`src/rtl/glitch_sequencer_pkg.sv`:
```
// glitch_sequencer_pkg: one-hot state encodings and default timeout for the glitch sequencer
package glitch_sequencer_pkg;
   localparam int GLITCH_SEQ_TIMEOUT = 1024;
   typedef enum logic [5:0] {
      GLITCH_SEQ_IDLE     = 6'b000001,
      GLITCH_SEQ_RST_REQ  = 6'b000010,
      GLITCH_SEQ_RST_WAIT = 6'b000100,
      GLITCH_SEQ_DELAY    = 6'b001000,
      GLITCH_SEQ_GLITCH   = 6'b010000,
      GLITCH_SEQ_DONE     = 6'b100000
   } state_e;
endpackage

```
`src/rtl/glitch_sequencer_if.sv`:
```
// glitch_sequencer_if: host command, reset-stage and glitch-driver signals of the sequencer
interface glitch_sequencer_if #(
   parameter int DELAY_W = 32,
   parameter int WIDTH_W = 16
);
   logic start;
   logic abort;
   logic [DELAY_W-1:0] delay;
   logic [WIDTH_W-1:0] width;
   logic tgt_rst_n;
   logic rst_en;
   logic glitch_o;
   logic busy;
   logic done;
   logic err;
   modport master (
      output start, abort, delay, width, tgt_rst_n,
      input  rst_en, glitch_o, busy, done, err
   );
   modport slave (
      input  start, abort, delay, width, tgt_rst_n,
      output rst_en, glitch_o, busy, done, err
   );
endinterface

```
`src/rtl/glitch_sequencer_cnt.sv`:
```
// glitch_cnt: loadable down-counter with zero flag
module glitch_cnt #(
   parameter int W = 8
) (
   input  logic         clk,
   input  logic         rst,
   input  logic         load,
   input  logic         en,
   input  logic [W-1:0] load_val,
   output logic         zero
);
   logic [W-1:0] cnt_d, cnt_q;
   always_comb cnt_d = load ? load_val : en ? cnt_q - W'(1) : cnt_q;
   always_ff @(posedge clk or posedge rst)
      if (rst) cnt_q <= '0;
      else cnt_q <= cnt_d;
   assign zero = cnt_q == '0;
endmodule

```
`src/rtl/glitch_sequencer.sv`:
```
// glitch_sequencer: reset-request, release wait, programmable delay and glitch pulse sequencer
module glitch_sequencer
   import glitch_sequencer_pkg::*;
#(
   parameter int DELAY_W = 32,
   parameter int WIDTH_W = 16,
   parameter int TIMEOUT = GLITCH_SEQ_TIMEOUT
) (
   input logic clk_in,
   input logic rst,
   glitch_sequencer_if.slave bus
);
   localparam int TO_W = $clog2(TIMEOUT);
   state_e state_d, state_q;
   logic err_d, err_q;
   logic [DELAY_W-1:0] dly_d, dly_q;
   logic [WIDTH_W-1:0] wid_d, wid_q;
   logic to_load, to_en, to_zero;
   logic dly_load, dly_en, dly_zero;
   logic wid_load, wid_en, wid_zero;
   logic dly_nz, wid_nz;
   assign dly_nz = dly_q != '0;
   assign wid_nz = wid_q != '0;
   always_comb begin
      state_d = state_q;
      err_d = err_q;
      dly_d = dly_q;
      wid_d = wid_q;
      to_load = 1'b0;
      to_en = 1'b0;
      dly_load = 1'b0;
      dly_en = 1'b0;
      wid_load = 1'b0;
      wid_en = 1'b0;
      // abort outranks every other transition, timeout included
      if (state_q != GLITCH_SEQ_IDLE && bus.abort) state_d = GLITCH_SEQ_IDLE;
      else
         case (state_q)
            GLITCH_SEQ_IDLE:
               if (bus.start) begin
                  state_d = GLITCH_SEQ_RST_REQ;
                  err_d = 1'b0;
                  dly_d = bus.delay;
                  wid_d = bus.width;
               end
            GLITCH_SEQ_RST_REQ: begin
               state_d = GLITCH_SEQ_RST_WAIT;
               to_load = 1'b1;
            end
            GLITCH_SEQ_RST_WAIT:
               if (bus.tgt_rst_n) begin
                  state_d = dly_nz ? GLITCH_SEQ_DELAY : wid_nz ? GLITCH_SEQ_GLITCH : GLITCH_SEQ_DONE;
                  dly_load = dly_nz;
                  wid_load = !dly_nz && wid_nz;
               end else if (to_zero) begin
                  state_d = GLITCH_SEQ_IDLE;
                  err_d = 1'b1;
               end else to_en = 1'b1;
            GLITCH_SEQ_DELAY:
               if (dly_zero) begin
                  state_d = wid_nz ? GLITCH_SEQ_GLITCH : GLITCH_SEQ_DONE;
                  wid_load = wid_nz;
               end else dly_en = 1'b1;
            GLITCH_SEQ_GLITCH:
               if (wid_zero) state_d = GLITCH_SEQ_DONE;
               else wid_en = 1'b1;
            default: state_d = GLITCH_SEQ_IDLE;
         endcase
   end
   always_ff @(posedge clk_in or posedge rst)
      if (rst) begin
         state_q <= GLITCH_SEQ_IDLE;
         err_q <= 1'b0;
         dly_q <= '0;
         wid_q <= '0;
      end else begin
         state_q <= state_d;
         err_q <= err_d;
         dly_q <= dly_d;
         wid_q <= wid_d;
      end
   // counters hold n-1 so a phase of n cycles ends on the zero flag
   glitch_cnt #(.W(TO_W)) u_to (
      .clk(clk_in), .rst(rst), .load(to_load), .en(to_en),
      .load_val(TO_W'(TIMEOUT - 1)), .zero(to_zero)
   );
   glitch_cnt #(.W(DELAY_W)) u_dly (
      .clk(clk_in), .rst(rst), .load(dly_load), .en(dly_en),
      .load_val(dly_q - DELAY_W'(1)), .zero(dly_zero)
   );
   glitch_cnt #(.W(WIDTH_W)) u_wid (
      .clk(clk_in), .rst(rst), .load(wid_load), .en(wid_en),
      .load_val(wid_q - WIDTH_W'(1)), .zero(wid_zero)
   );
   assign bus.rst_en = state_q == GLITCH_SEQ_RST_REQ;
   assign bus.glitch_o = state_q == GLITCH_SEQ_GLITCH;
   assign bus.busy = state_q != GLITCH_SEQ_IDLE;
   assign bus.done = state_q == GLITCH_SEQ_DONE;
   assign bus.err = err_q;
endmodule

```
`src/flat_wrapper.sv`:
```
// flat-port wrapper written by rule: the top's interface ports become plain ports
module glitch_sequencer_flat import glitch_sequencer_pkg::*;
#(
   parameter int DELAY_W = 32,
   parameter int WIDTH_W = 16,
   parameter int TIMEOUT = GLITCH_SEQ_TIMEOUT
)
  (clk_in, rst, bus_start, bus_abort, bus_delay, bus_width, bus_tgt_rst_n, bus_rst_en, bus_glitch_o, bus_busy, bus_done, bus_err);
  glitch_sequencer_if #(.DELAY_W(DELAY_W), .WIDTH_W(WIDTH_W)) bus_i ();
  input logic clk_in;
  input logic rst;
  input wire logic [$bits(bus_i.start)-1:0] bus_start;
  input wire logic [$bits(bus_i.abort)-1:0] bus_abort;
  input wire logic [$bits(bus_i.delay)-1:0] bus_delay;
  input wire logic [$bits(bus_i.width)-1:0] bus_width;
  input wire logic [$bits(bus_i.tgt_rst_n)-1:0] bus_tgt_rst_n;
  output wire logic [$bits(bus_i.rst_en)-1:0] bus_rst_en;
  output wire logic [$bits(bus_i.glitch_o)-1:0] bus_glitch_o;
  output wire logic [$bits(bus_i.busy)-1:0] bus_busy;
  output wire logic [$bits(bus_i.done)-1:0] bus_done;
  output wire logic [$bits(bus_i.err)-1:0] bus_err;
  assign bus_i.start = bus_start;
  assign bus_i.abort = bus_abort;
  assign bus_i.delay = bus_delay;
  assign bus_i.width = bus_width;
  assign bus_i.tgt_rst_n = bus_tgt_rst_n;
  assign bus_rst_en = bus_i.rst_en;
  assign bus_glitch_o = bus_i.glitch_o;
  assign bus_busy = bus_i.busy;
  assign bus_done = bus_i.done;
  assign bus_err = bus_i.err;
  glitch_sequencer #(.DELAY_W(DELAY_W), .WIDTH_W(WIDTH_W), .TIMEOUT(TIMEOUT)) u_core (.clk_in(clk_in), .rst(rst), .bus(bus_i));
endmodule
```
`config.mk`:
```
export PLATFORM = sky130hd
export DESIGN_NAME = glitch_sequencer_flat
export DESIGN_NICKNAME = d
export VERILOG_FILES = /design/src/rtl/glitch_sequencer_pkg.sv /design/src/rtl/glitch_sequencer_if.sv /design/src/rtl/glitch_sequencer_cnt.sv /design/src/rtl/glitch_sequencer.sv /design/src/flat_wrapper.sv
export SDC_FILE = /design/constraint.sdc
export NUM_CORES = 1
export LEC_CHECK = 0
export CORE_MARGIN = 10
export CORE_UTILIZATION = 35
export CTS_CLUSTER_DIAMETER = 200
export DETAILED_ROUTE_END_ITERATION = 6
export PLACE_DENSITY = 0.66
export REMOVE_ABC_BUFFERS = 1
export SLEW_MARGIN = 40
export SYNTH_ARGS = -nofsm -noshare
export SYNTH_HDL_FRONTEND = slang
export SYNTH_SLANG_ARGS = --single-unit
```
`constraint.sdc`:
```
create_clock -name clk_in -period 4.5 [get_ports clk_in]
set_input_delay 0.9 -clock clk_in [delete_from_list [all_inputs] [get_ports clk_in]]
set_output_delay 0.9 -clock clk_in [all_outputs]
set_load 0.005 [all_outputs]
```
==> out/results.ini, run 1 <==
[floorplan]
die_h_um = 156
die_area_um2 = 24200
ios = 58
core_area_um2 = 18000
rows = 49
die_w_um = 156
start_util_pct = 35.7

[flow_run]
cap_viol_max_count = 0

[synth]
netlist_top_cells_area = dfrtp_1 (44%), nand2_1 (12%), xnor2_1 (6.0%)
ys_seq_area_share_pct = 44.0
synth_edf_count = 0
syn_area_um2 = 6430
synthCells = 758
synth-main-ff-cell = dfrtp_1
synthSimpleGateAreaFrac_pct = 30.7
postSynth.asyncResetShare_pct = 100
synth-seq-cells = 113
yosys_warnings = 0
avgSynthCellArea_um2 = 8.49
synth.distinct_cells = 62
synth_top_cell_by_area = dfrtp_1
synthXorXnorAreaFrac_pct = 10.3
synth_compound_area_share_pct = 8.75
synth_top_area_share_pct = 43.6
synth_mux_area_share_pct = 3.31
synth_fa_ha_area_share_pct = 0.583
synth_top_family_by_area = simple AND/OR/NAND/NOR gates

[critical_path]
cp_slowest_stage_delay_ns = 0.62
path_class = flip-flop to flip-flop
crit_arrival_ns = 4.57
crit_required_ns = 4.80
end_kind = flip-flop
crit_chain = or4_4 -> or4_4 -> nor3_4 -> nand4_1 -> a221o_1 -> mux2i_1 -> ha_2 -> inv_1 -> nor2_2 -> or4b_2 -> or3_1 -> nor2_1 -> xnor2_1 -> a21oi_1
worstPathMaxFanout = 4
crit_path_frequent_cell = or4_4
critPathLaunchType = flip-flop
cpMaxStageDelayCell = or4b_2

[pwr]
pwr-share-comb_pct = 36.0
p_leak_uw = 0.00355
p_sw_share_pct = 38.4
power.total_uw = 4990
clkPwrFrac_pct = 27.4
power_switching_uw = 1920
max-vdd-ir-drop_uv = 240
seq_power_share_pct = 36.6
p_int_uw = 3080
power_density_nw_per_um2 = 620

[clocking]
cts_root_buf = clkbuf_16
hold_buffers = 0
htree_levels = 4
cts_tree = done
clk_latency_ns = 0.42
clock-sinks = 113
clock_path_buffers = 2
cts.clk_slew.worst_paths_ns = 0.06
numCtsBuffers = 17

[routing]
drt-total-wl_um = 16100
wl_per_cell_um = 15.0
drtIter0Drc = 329
num_vias = 5516
drt_pass1_iterations = 5
via_per_inst = 5.13
ant_nets = 0
drc = 0

[grt]
grt_pass1_vias = 5460
grt_max_degree = 70
antenna_found_initial = 0
gr-total-overflow = 0
grt_use_total_pct = 13.7
grt_pass1_wl_um = 27200

[layout]
drive_above_1_share_pct = 9.68
fill_cells = 1773
syn_to_final_growth_pct = 25.2
mostFrequentLayoutCell = nand2_1
final_cell_mix = nand2_1 (198), dfrtp_1 (112), nor2_1 (62)
final_nets = 890
diodes = 0

[placement]
dp_hpwl_um = 11400
routabilityCongestion = 0.884
port_buffers = 57
place_ws_ns = 0.117

[sta]
rsz0062_at_grt = yes
worst_pin_slew_ns = 0.797
finalHoldViolCount = 0
fmax_mhz = 235
period_minus_slack_ns = 4.26
post-route-period-util_pct = 94.8
fin_setup_tns_ns = 0
finClkSkew_ns = 0.00839
setup_ws_ns = 0.236
setup_violations = 0
relSlewSlack_pct = 46.7
slew_violations = 0

[hold_path]
hold_path.class = flip-flop to flip-flop

[status]
run_status = finished, final reports clean

synth_stat cells, types with 2 or more instances:
cell and instances:
nand2_1 198, dfrtp_1 112, nor2_1 63, xnor2_1 44, nor3_1 39, xor2_1 32
a21oi_1 30, o21ai_0 29, clkbuf_1 24, nor4_1 22, or3_1 20, mux2i_1 19
nand3_1 14, inv_1 11, nand4_1 10, and3_1 7, nor2b_1 6, or4_1 5
a31oi_1 4, and2_1 4, nand2b_1 4, nand3b_1 4, ha_1 3, nor3b_1 3
nor4_2 3, o211ai_1 3, a211oi_1 2, a21boi_0 2, a22oi_1 2, a311oi_1 2
and4b_1 2, buf_2 2, mux2_2 2, o22ai_1 2, o41ai_1 2
metal layers:
layer | global-route usage [%] | up-vias | routed length [um]
met2 | 20.6 | 127 | 7280
met1 | 18.3 | 2595 | 7740
met5 | 0 | - | 0
met4 | 5.88 | 0 | 255
li1 | - | 2774 | -
met3 | 3.23 | 20 | 842
metrics by stage:
stage                     hold WS [ns]  util (%)  std cells  area (um^2)
final                            0.492      44.7       1076         8050
after global routing             0.507      44.7       1076         8050
after CTS                        0.490      44.3       1073         7990
after detailed placement         0.482      41.0       1041         7390
after global placement           0.476      41.0       1041         7390
after floorplan                  0.450         -        731         6330
power by group through the flow:
stage                     clock [uW]  sequential (uW)  combinational, uW
final                           1370             1830               1800
after global routing            1450             1890               2040
after CTS                       1390             1820               1790
after detailed placement           0             1820               1780
after global placement             0             1820               1760
after floorplan                    0             1710               1290
cells by family after synthesis:
family,after synthesis
XOR/XNOR,76
adder cells (fa/ha/maj),3
flip-flops,113
AND/OR/NAND/NOR,416
AO/OA/AOI/OAI,90
buffers and inverters,39
multiplexers,21
repair_timing:
action	4_1_cts	5_1_grt
resized for setup	0	10
endpoints found under the hold margin	0	0
setup endpoints to repair	0	12
buffers inserted	0	3
cell type report:
type                       instances  area [um^2]  area share (%)
multi-input combinational        606         3510            43.5
sequential                       113         2830            35.1
timing repair buffer              84          786            9.76
clock buffer                      22          464            5.76
tap                              229          287            3.56
clock inverter                    10          134            1.66
inverter                          12         47.5           0.590
worst paths after layout:
check	start	endpoint	slack (ns)	cells after the start
max in group asynchronous	rst	u_core.state_q[0]	2.79	3
min	u_core.u_wid.cnt_q[14]	u_core.u_wid.cnt_q[14]	0.49	1
max reg2reg	u_core.dly_q[28]	u_core.u_wid.cnt_q[12]	0.24	14
max	u_core.dly_q[28]	u_core.u_wid.cnt_q[12]	0.24	14
min in group asynchronous	rst	u_core.dly_q[0]	0.90	2
min reg2reg	u_core.u_wid.cnt_q[14]	u_core.u_wid.cnt_q[14]	0.49	1
state kept, by name, summed over array words and instances (netlist names):
register	cells
u_core.wid_q	16
u_core.u_dly.cnt_q	32
u_core.u_wid.cnt_q	16
u_core.u_to.cnt_q	10
u_core.state_q	6
u_core.dly_q	32
u_core.bus.err	1
worst max-delay path: cells and delay by family, from the launching register on:
kind | cells | cell delay (ns)
XOR/XNOR | 1 | 0.13
adder cells (fa/ha/maj) | 1 | 0.22
multiplexers | 1 | 0.23
AND/OR/NAND/NOR | 8 | 2.52
buffers and inverters | 1 | 0.07
AO/OA/AOI/OAI | 2 | 0.55
flip-flops | 1 | 0.42
Power figures use the tool's default switching activity.
==> run 2, diff against run 1 <==
SYNTH_HIERARCHICAL = 1   (was default)
==> out/results.ini, run 2 <==
[status]
run_status = complete, but fails checks
violations = DRC

[synth]
synth-main-ff-cell = dfrtp_1
avgSynthCellArea_um2 = 9.66  ; +14%
synth.distinct_cells = 61  ; -1.6%
yosys_warnings = 6  ; +6
ys_top_cells_by_count = dfrtp_1 (112), nand2_1 (64), nor2_1 (62)
synthCells = 683  ; -9.9%
syn_area_um2 = 6600  ; +2.6%
synth_most_common_cell = dfrtp_1
synth-seq-cells = 113  ; unchanged
synth_top_cell_by_area = dfrtp_1
ys_seq_area_share_pct = 42.9  ; -1.1 points
postSynth.asyncResetShare_pct = 100  ; unchanged
synth_top_area_share_pct = 42.5  ; -1.1 points
netlist_top_cells_area = dfrtp_1 (42%), mux2_2 (7.7%), xor2_1 (4.9%)
synth_edf_count = 0  ; unchanged

[critical_path]
crit_required_ns = 4.83  ; +0.03 ns
crit_arrival_ns = 4.24  ; -0.33 ns
end_kind = flip-flop
worstPathMaxFanout = 21  ; +17
critPathLaunchType = flip-flop
path_class = flip-flop to flip-flop

[grt]
grt_pass1_wl_um = 25900  ; -4.6%
antenna_found_initial = 0  ; unchanged
grt_pass1_vias = 5219  ; -4.4%
gr-total-overflow = 0  ; unchanged
grt_use_total_pct = 13.0  ; -0.67 points
grt_max_degree = 36  ; -49%

[layout]
diodes = 0  ; unchanged
mostFrequentLayoutCell = dfrtp_1
final_cell_mix = dfrtp_1 (112), nand2_1 (63), nor2_1 (62)
syn_to_final_growth_pct = 22.1
reg_top3 = u_core/dly_q (32), u_core/u_dly/cnt_q (32)
drive_above_1_share_pct = 16.0  ; +6.3 points
final_nets = 810  ; -9.0%
fin_area_um2 = 8060  ; about the same

[routing]
ant_nets = 0  ; unchanged
drt_pass1_iterations = 7  ; +2
drc = 3  ; +3
drtIter0Drc = 292  ; -11%
drt-total-wl_um = 15200  ; -5.8%
num_vias = 5147  ; -6.7%
via_per_inst = 5.16  ; +0.70%
wl_per_cell_um = 15.2  ; +1.6%

[clocking]
clock_path_buffers = 2  ; unchanged
clk_latency_ns = 0.42  ; about the same
cts.clk_slew.worst_paths_ns = 0.05  ; about the same
hold_buffers = 0  ; unchanged
htree_levels = 4  ; unchanged
cts-resized-gates = 0  ; unchanged
cts_root_buf = clkbuf_16
clock-sinks = 113  ; unchanged
cts_tree = done
numCtsBuffers = 17  ; unchanged
cts_setup_buffers = 0  ; unchanged

[sta]
post-route-period-util_pct = 87.0  ; -7.8 points
worst_pin_slew_ns = 0.767  ; -0.0305 ns
relSlewSlack_pct = 48.5  ; +1.8 points
finClkSkew_ns = 0.0108  ; +0.00246 ns
period_minus_slack_ns = 3.91  ; -0.349 ns
finalHoldViolCount = 0  ; unchanged
slew_violations = 0  ; unchanged
fin_setup_tns_ns = 0  ; unchanged
setup_violations = 0  ; unchanged
rsz0062_at_grt = no
fmax_mhz = 255  ; +8.9%

[hold_path]
hold_path.class = flip-flop to flip-flop

[floorplan]
rows = 50  ; +2.0%
die_h_um = 157  ; +1.1%
die_area_um2 = 24700  ; +2.2%
die_w_um = 157  ; +1.1%
start_util_pct = 35.4  ; -0.30 points
core_area_um2 = 18600  ; +3.4%
ios = 58  ; unchanged

[placement]
place_area_um2 = 7450  ; +0.90%
dp_hpwl_um = 11000  ; -3.2%
port_buffers = 57  ; unchanged
routabilityCongestion = 0.814  ; -7.9%

[pwr]
max-vdd-ir-drop_uv = 306  ; +27%
power.total_uw = 4570  ; -8.4%
power_density_nw_per_um2 = 568  ; -8.5%
p_leak_uw = 0.00327  ; -7.8%

[flow_run]
cap_viol_max_count = 0  ; unchanged

[run 2: changes by cell type in the layout (fill, tap and decap cells not counted), sizes merged, moves of 15 or more]
cell	delta
a21oi	-28
a31oi	+17
buf	-17
mux2	+45
mux2i	-19
nand2	-134
o31ai	+15
or4	+21
[run 2: per-stage QoR]
step | std cells | setup slack (ns) | hold slack [ns] | utilization, %
3_5_place_dp | 965 | 0.547 | 0.484 | 40.0
4_1_cts | 997 | 0.615 | 0.496 | 43.2
5_1_grt | 997 | 0.302 | 0.522 | 43.2
2_1_floorplan | 664 | 0.510 | 0.473 | -
3_3_place_gp | 965 | 0.613 | 0.472 | 40.0
6_report | 997 | 0.585 | 0.486 | 43.2
[run 2: critical path: stages (launching register included)]
cell	delay (ns)
dfrtp_1	0.48
or4_1	0.58
o21ai_0	0.57
and2_1	0.41
or4b_1	0.57
nand4bb_4	0.45
or4_1	0.59
a31oi_1	0.19
[run 2: cells by family after synthesis]
logic type                 Yosys count  synth area share [%]
xor gates and xnor gates            70                  9.29
adders and majority gates            7                  1.33
DFF                                113                  42.9
buffers and inverters               52                  3.32
muxes                               47                  8.02
other                                1                0.0568
and+or+nand+nor                    293                  25.7
AOI/OAI and AO/OA                  100                  9.44
[run 2: layer usage]
metal	share of wire (%)	GRT usage (%)	vias up
li1	-	-	2599
met1	47	16.3	2465
met2	47	20.8	76
met3	4.5	3.47	7
met4	1.1	5.16	0
met5	0	0	-
[run 2: worst paths after layout]
check,startpoint,end,slack [ns],cells past startpoint
worst max-delay path,u_core/state_q[2],u_core/u_dly/cnt_q[29],0.59,7
worst max register to register,u_core/state_q[2],u_core/u_dly/cnt_q[29],0.59,7
worst min-delay path,u_core/bus.err,u_core/bus.err,0.49,2
min in group asynchronous,rst,u_core/u_to/cnt_q[2],1.01,2
worst min register to register,u_core/bus.err,u_core/bus.err,0.49,2
max in group asynchronous,rst,u_core/u_dly/cnt_q[28],2.87,3
[run 2: report_power, final]
part,switching [uW],internal (uW),leakage [uW]
clock network,458,907,0.000298
registers,430,1370,0.00143
logic,700,708,0.00154
total,1590,2990,0.00327
[run 2: final cells by class]
class                   count  area [um^2]
fillers                  1767        10600
multi-input cells         527         3590
inverters                  24         93.8
repair buffers             67          646
well taps                 234          293
clock inverters            11          135
clock buffers              21          470
flip-flops and latches    113         2830
